## config.mk

```make
export PLATFORM = sky130hd
export DESIGN_NAME = fifo_sync_param
export DESIGN_NICKNAME = d
export VERILOG_FILES = /design/src/rtl/fifo_sync_param.sv
export SDC_FILE = /design/constraint.sdc
export NUM_CORES = 1
export LEC_CHECK = 0
export CAP_MARGIN = 10
export CORE_MARGIN = 5
export CORE_UTILIZATION = 53
export DETAILED_ROUTE_END_ITERATION = 8
export PLACE_DENSITY = 0.75
export SYNTH_ARGS = -nofsm -noshare
export SYNTH_HDL_FRONTEND = slang
export SYNTH_SLANG_ARGS = --single-unit
```

## constraint.sdc

```tcl
create_clock -name clk -period 3 [get_ports clk]
set_clock_uncertainty 0.15 [all_clocks]
set_input_delay 0.3 -clock clk [delete_from_list [all_inputs] [get_ports clk]]
set_output_delay 0.3 -clock clk [all_outputs]
set_load 0.005 [all_outputs]
```

## src/rtl/fifo_sync_param.sv

```systemverilog
// rtl/fifo_sync_param.sv - single-clock parametrised FIFO with occupancy count, thresholds and sticky errors
//
// Purpose: general-purpose buffer for datapath and peripheral staging. Supports simultaneous
//   read/write at the full and empty boundaries. Flags are decoded from the registered count.
// Ports:
//   clk          rising-edge clock
//   rst          asynchronous active-high reset
//   data         write data (WIDTH)
//   wr           write request
//   rd           read request (pop)
//   clr_err      synchronous clear of overflow/underflow
//   fout         read data (WIDTH)
//   full         count == DEPTH
//   empty        count == 0
//   almost_full  count >= AF_THRESH
//   almost_empty count <= AE_THRESH
//   count        occupancy 0..DEPTH (DEPTH_LOG2+1)
//   overflow     sticky, a write was rejected
//   underflow    sticky, a read was rejected
// Option: define FIFO_FWFT_EN for first-word-fall-through reads. By default reads are
//   registered with a 1-cycle latency.
module fifo_sync_param #(
  parameter int WIDTH      = 8,
  parameter int DEPTH_LOG2 = 4,
  parameter int AF_THRESH  = 12,
  parameter int AE_THRESH  = 2
) (
  input  logic                  clk,
  input  logic                  rst,
  input  logic [WIDTH-1:0]      data,
  input  logic                  wr,
  input  logic                  rd,
  input  logic                  clr_err,
  output logic [WIDTH-1:0]      fout,
  output logic                  full,
  output logic                  empty,
  output logic                  almost_full,
  output logic                  almost_empty,
  output logic [DEPTH_LOG2:0]   count,
  output logic                  overflow,
  output logic                  underflow
);

  localparam int DEPTH = 1 << DEPTH_LOG2;
  localparam logic [DEPTH_LOG2:0] FULL_CNT = (DEPTH_LOG2+1)'(DEPTH);
  localparam logic [DEPTH_LOG2:0] AF_CNT   = (DEPTH_LOG2+1)'(AF_THRESH);
  localparam logic [DEPTH_LOG2:0] AE_CNT   = (DEPTH_LOG2+1)'(AE_THRESH);

  logic [WIDTH-1:0]      mem [DEPTH];
  logic [DEPTH_LOG2-1:0] wr_ptr;
  logic [DEPTH_LOG2-1:0] rd_ptr;
  logic                  rd_ok;
  logic                  wr_ok;

  // Flags depend only on the count register, never on wr/rd.
  assign full         = (count == FULL_CNT);
  assign empty        = (count == '0);
  assign almost_full  = (count >= AF_CNT);
  assign almost_empty = (count <= AE_CNT);

  // A full FIFO can still take a write when the same edge pops an entry.
  assign rd_ok = rd & ~empty;
  assign wr_ok = wr & (~full | rd_ok);

  // Storage is not reset. When full with a read and a write on the same address,
  // the read samples the old word before this edge overwrites it.
  always_ff @(posedge clk) begin
    if (wr_ok) begin
      mem[wr_ptr] <= data;
    end
  end

  always_ff @(posedge clk or posedge rst) begin
    if (rst) begin
      wr_ptr <= '0;
      rd_ptr <= '0;
      count  <= '0;
    end else begin
      if (wr_ok) begin
        wr_ptr <= wr_ptr + 1'b1;
      end
      if (rd_ok) begin
        rd_ptr <= rd_ptr + 1'b1;
      end
      if (wr_ok && !rd_ok) begin
        count <= count + 1'b1;
      end else if (rd_ok && !wr_ok) begin
        count <= count - 1'b1;
      end
    end
  end

  // A new error in the same cycle as clr_err takes priority over the clear.
  always_ff @(posedge clk or posedge rst) begin
    if (rst) begin
      overflow  <= 1'b0;
      underflow <= 1'b0;
    end else begin
      if (wr && !wr_ok) begin
        overflow <= 1'b1;
      end else if (clr_err) begin
        overflow <= 1'b0;
      end
      if (rd && !rd_ok) begin
        underflow <= 1'b1;
      end else if (clr_err) begin
        underflow <= 1'b0;
      end
    end
  end

`ifdef FIFO_FWFT_EN
  // The head word is shown while data is present. After the FIFO drains,
  // the last popped word is held.
  logic [WIDTH-1:0] last_pop;

  always_ff @(posedge clk or posedge rst) begin
    if (rst) begin
      last_pop <= '0;
    end else if (rd_ok) begin
      last_pop <= mem[rd_ptr];
    end
  end

  assign fout = empty ? last_pop : mem[rd_ptr];
`else
  always_ff @(posedge clk or posedge rst) begin
    if (rst) begin
      fout <= '0;
    end else if (rd_ok) begin
      fout <= mem[rd_ptr];
    end
  end
`endif

endmodule
```

==> results by group <==
Setup path
  • Slowest CP cell: or4_4
  • Most used cell, CP: inv_2
  • Worst-path fanout max: 8
  • Worst Setup Path Type: flip-flop to flip-flop
  • Worst-path cell chain: or4_4, o21a_4, inv_2, ha_1, inv_2, fa_2, a21o_1, a21oi_2, mux2i_1, xnor2_1
  • Critical Path End Type: flip-flop
  • Crit path max-delay family: compound AO/OA/AOI/OAI gates
  • Worst path required time: ~3.2 ns
  • Crit-path max cell delay: roughly 0.6 ns
  • Crit path buffers/inverters: 2
  • Critical path arrival: 3.02 ns
  • Worst setup SP type: flip-flop

Floorplan
  • Starting density of the core: a little over half
  • Core Area: about 11,000 um^2
  • Die height: 117 um
  • I/O Pins: 32
  • Die ar.: roughly 14,000 um^2
  • Die Width: ~120 um
  • Row count: 39

Detailed routing
  • Antenna viol nets, final: 0
  • Via count: ~3,000
  • Post-detailed-routing wire length: 11.9 mm
  • Iteration-0 DRC count of the detailed router: between 150 and 200
  • Via density per instance: just under 6
  • Pre-antenna DRT Iters: 5
  • WL/cell: about 23 um
  • Drt drc: 0

Placement
  • DP Cell Count: roughly 480
  • Dpl cell area: between 6000 and 7000 um^2
  • Hpwl dp: between 7 and 8 mm
  • Port buffer count: 31
  • Gp weighted congestion: about 0.8
  • Place WS: 0.0780 ns

Timing
  • Tcrit/Tclk final: 94.3%
  • Final count of hold timing violations: 0
  • Pins Over Slew Limit: 0
  • Min cycle time layout: about 2.8 ns
  • Peak Freq: 353 MHz
  • Setup TNS: 0 ns
  • Worst slew pin tran: between 0.9 and 1 ns
  • RSZ-0062 raised after global routing: false
  • Worst setup margin: approximately 0.17 ns
  • Endpoints failing setup: 0
  • Rel. slew slack: 34.0%
  • Hold_ws: roughly 0.26 ns

Layout
  • Post-Layout Cell Count: about 520
  • Most common cell after layout, fill and taps aside: edfxtp_1
  • Most frequent cells in the layout: edfxtp_1 (128), mux4_2 (32), clkdlybuf4s50_1 (31)
  • Layout net count: between 300 and 400
  • Share of cells above drive strength 1: between 20% and 30%
  • Inserted Diodes: 0
  • Design area: around 7300 um^2
  • Area grow syn2layout: 20.5%

Global routing
  • Largest net degree at the start of global routing: 27
  • Vias in the first global route: roughly 3,200
  • Initial antenna violation count: 0
  • Global-route wire length before repair: 18.7 mm
  • Total track usage: about 20%
  • Total grt overflow: 0

Clock network
  • CTS buffer count: 17
  • Clock-pin slew on the worst setup and hold paths: approximately 0.06 ns
  • Clk sink count: approximately 150
  • Clk Latency, worst-skew pair: approximately 0.42 ns
  • Clock tree buffer depth: 2
  • Root Buffer: clkbuf_16
  • CTS tree: yes
  • CTS H-Tree Depth: 4

Logic synthesis
  • Post-Syn Nets: ~330
  • #FFs+latches synth: ~150
  • Sequential cell area fraction in the yosys report: roughly 73%
  • Post-Syn Instances: ~310
  • Most used DFF post-synth: edfxtp_1
  • Post-synth ARST share: between 10% and 20%
  • Mapped Area: 6060 um^2
  • Number of synthesized flops with an enable pin: 128
  • Mapped Avg Cell Area: between 15 and 20 um^2
  • Yosys warns: 0
  • Synth cell types: 34

Hold path
  • Min-Delay Path Class: input port to async pin

Pwr
  • Int Power: ~5300 uW
  • Flop pwr share: roughly two fifths
  • Clock share of power: 33.3%
  • NetSw: 1990 uW
  • Pwr Density: approximately 1000 nW/um^2
  • Worst VDD drop: a little over 0.6 mV
  • Leak: 0.00253 uW
  • Net Sw Frac: 27.2%
  • Combinational power share: about 28%

Outcome
  • Status: complete, no violations

Job
  • Max cap viols: 0
[power groups by stage]
stage	Clock, uW	Sequential [uW]	Combinational, uW
2_1_floorplan	0	2790	1350
3_3_place_gp	0	2880	1980
6_report	2440	2860	2020
4_1_cts	2460	2870	2030
3_5_place_dp	0	2900	2010
5_1_grt	2570	2900	2210
[metal layers]
| layer | vias to the layer above | share of wire (%) | track usage (%) | wire length (um) |
|---|---|---|---|---|
| li1 | 1330 | - | - | - |
| met1 | 1551 | 41 | 26.5 | 4840 |
| met2 | 96 | 51 | 31.0 | 6080 |
| met3 | 12 | 6.7 | 4.58 | 791 |
| met4 | 0 | 1.4 | 7.72 | 166 |
| met5 | - | 0 | 0 | 0 |
[cell families (layout without fill, tap and decap cells)]
family	Yosys count	in the layout	share of synthesized area (%)
muxes	49	49	14.7
and+or+nand+nor	49	49	4.28
buffers and inverters	21	82	1.53
adders and majority gates	10	10	2.19
DFF	151	151	73.0
xor gates and xnor gates	10	10	1.45
AOI/OAI and AO/OA	21	21	2.87
[final cells by class]
class,instances,area [um^2]
flip-flops and latches,151,4420
fillers,761,4020
multi-input cells,139,1570
clock buffers,17,425
repair buffers,42,418
clock inverters,15,256
well taps,143,179
inverters,8,30.0
[synthesized netlist by cell type, types with 5 or more instances]
library cell | n | area [um^2]
edfxtp_1 | 128 | 3840
mux4_2 | 32 | 721
dfrtp_1 | 23 | 576
nand2_1 | 18 | 67.6
and2_1 | 16 | 100
mux2i_1 | 16 | 160
ha_1 | 9 | 113
xnor2_1 | 9 | 78.8
buf_2 | 8 | 40.0
o221ai_1 | 7 | 61.3
inv_1 | 6 | 22.5
nor2_1 | 5 | 18.8
[state kept, by name, indices dropped and copies added, names as in the netlist]
| register | flops |
|---|---|
| mem | 128 |
| underflow | 1 |
| rd_ptr | 4 |
| overflow | 1 |
| wr_ptr | 4 |
| count | 5 |
| fout | 8 |
[through the flow]
| step | power, uW | util (%) |
|---|---|---|
| floorplan | 4140 | - |
| global placement | 4860 | 58.2 |
| detailed placement | 4910 | 58.2 |
| CTS | 7350 | 64.3 |
| global route | 7680 | 64.5 |
| finish | 7320 | 64.5 |
[worst register-to-register path, cell delays in order (launching register included)]
cell	delay [ns]
dfrtp_1	0.37
or4_4	0.59
o21a_4	0.25
inv_2	0.06
ha_1	0.17
inv_2	0.08
fa_2	0.36
a21o_1	0.20
a21oi_2	0.15
mux2i_1	0.23
xnor2_1	0.14
[worst paths after layout]
kind | slack, ns | startpoint | to | cells past startpoint
worst max-delay path | 0.17 | count[2] | count[4] | 10
worst min-delay path | 0.26 | rst | count[4] | 2
worst max register to register | 0.17 | count[2] | count[4] | 10
worst min register to register | 0.35 | fout[2] | fout[2] | 2
max in group asynchronous | 1.76 | rst | count[0] | 2
min in group clk | 0.35 | fout[2] | fout[2] | 2
[what timing repair did]
action	CTS	global route
setup endpoints to repair	0	1
buffers inserted	0	1
resized for setup	0	4
hold buffers	0	0
Note: power is estimated with default switching activity, not from simulation.
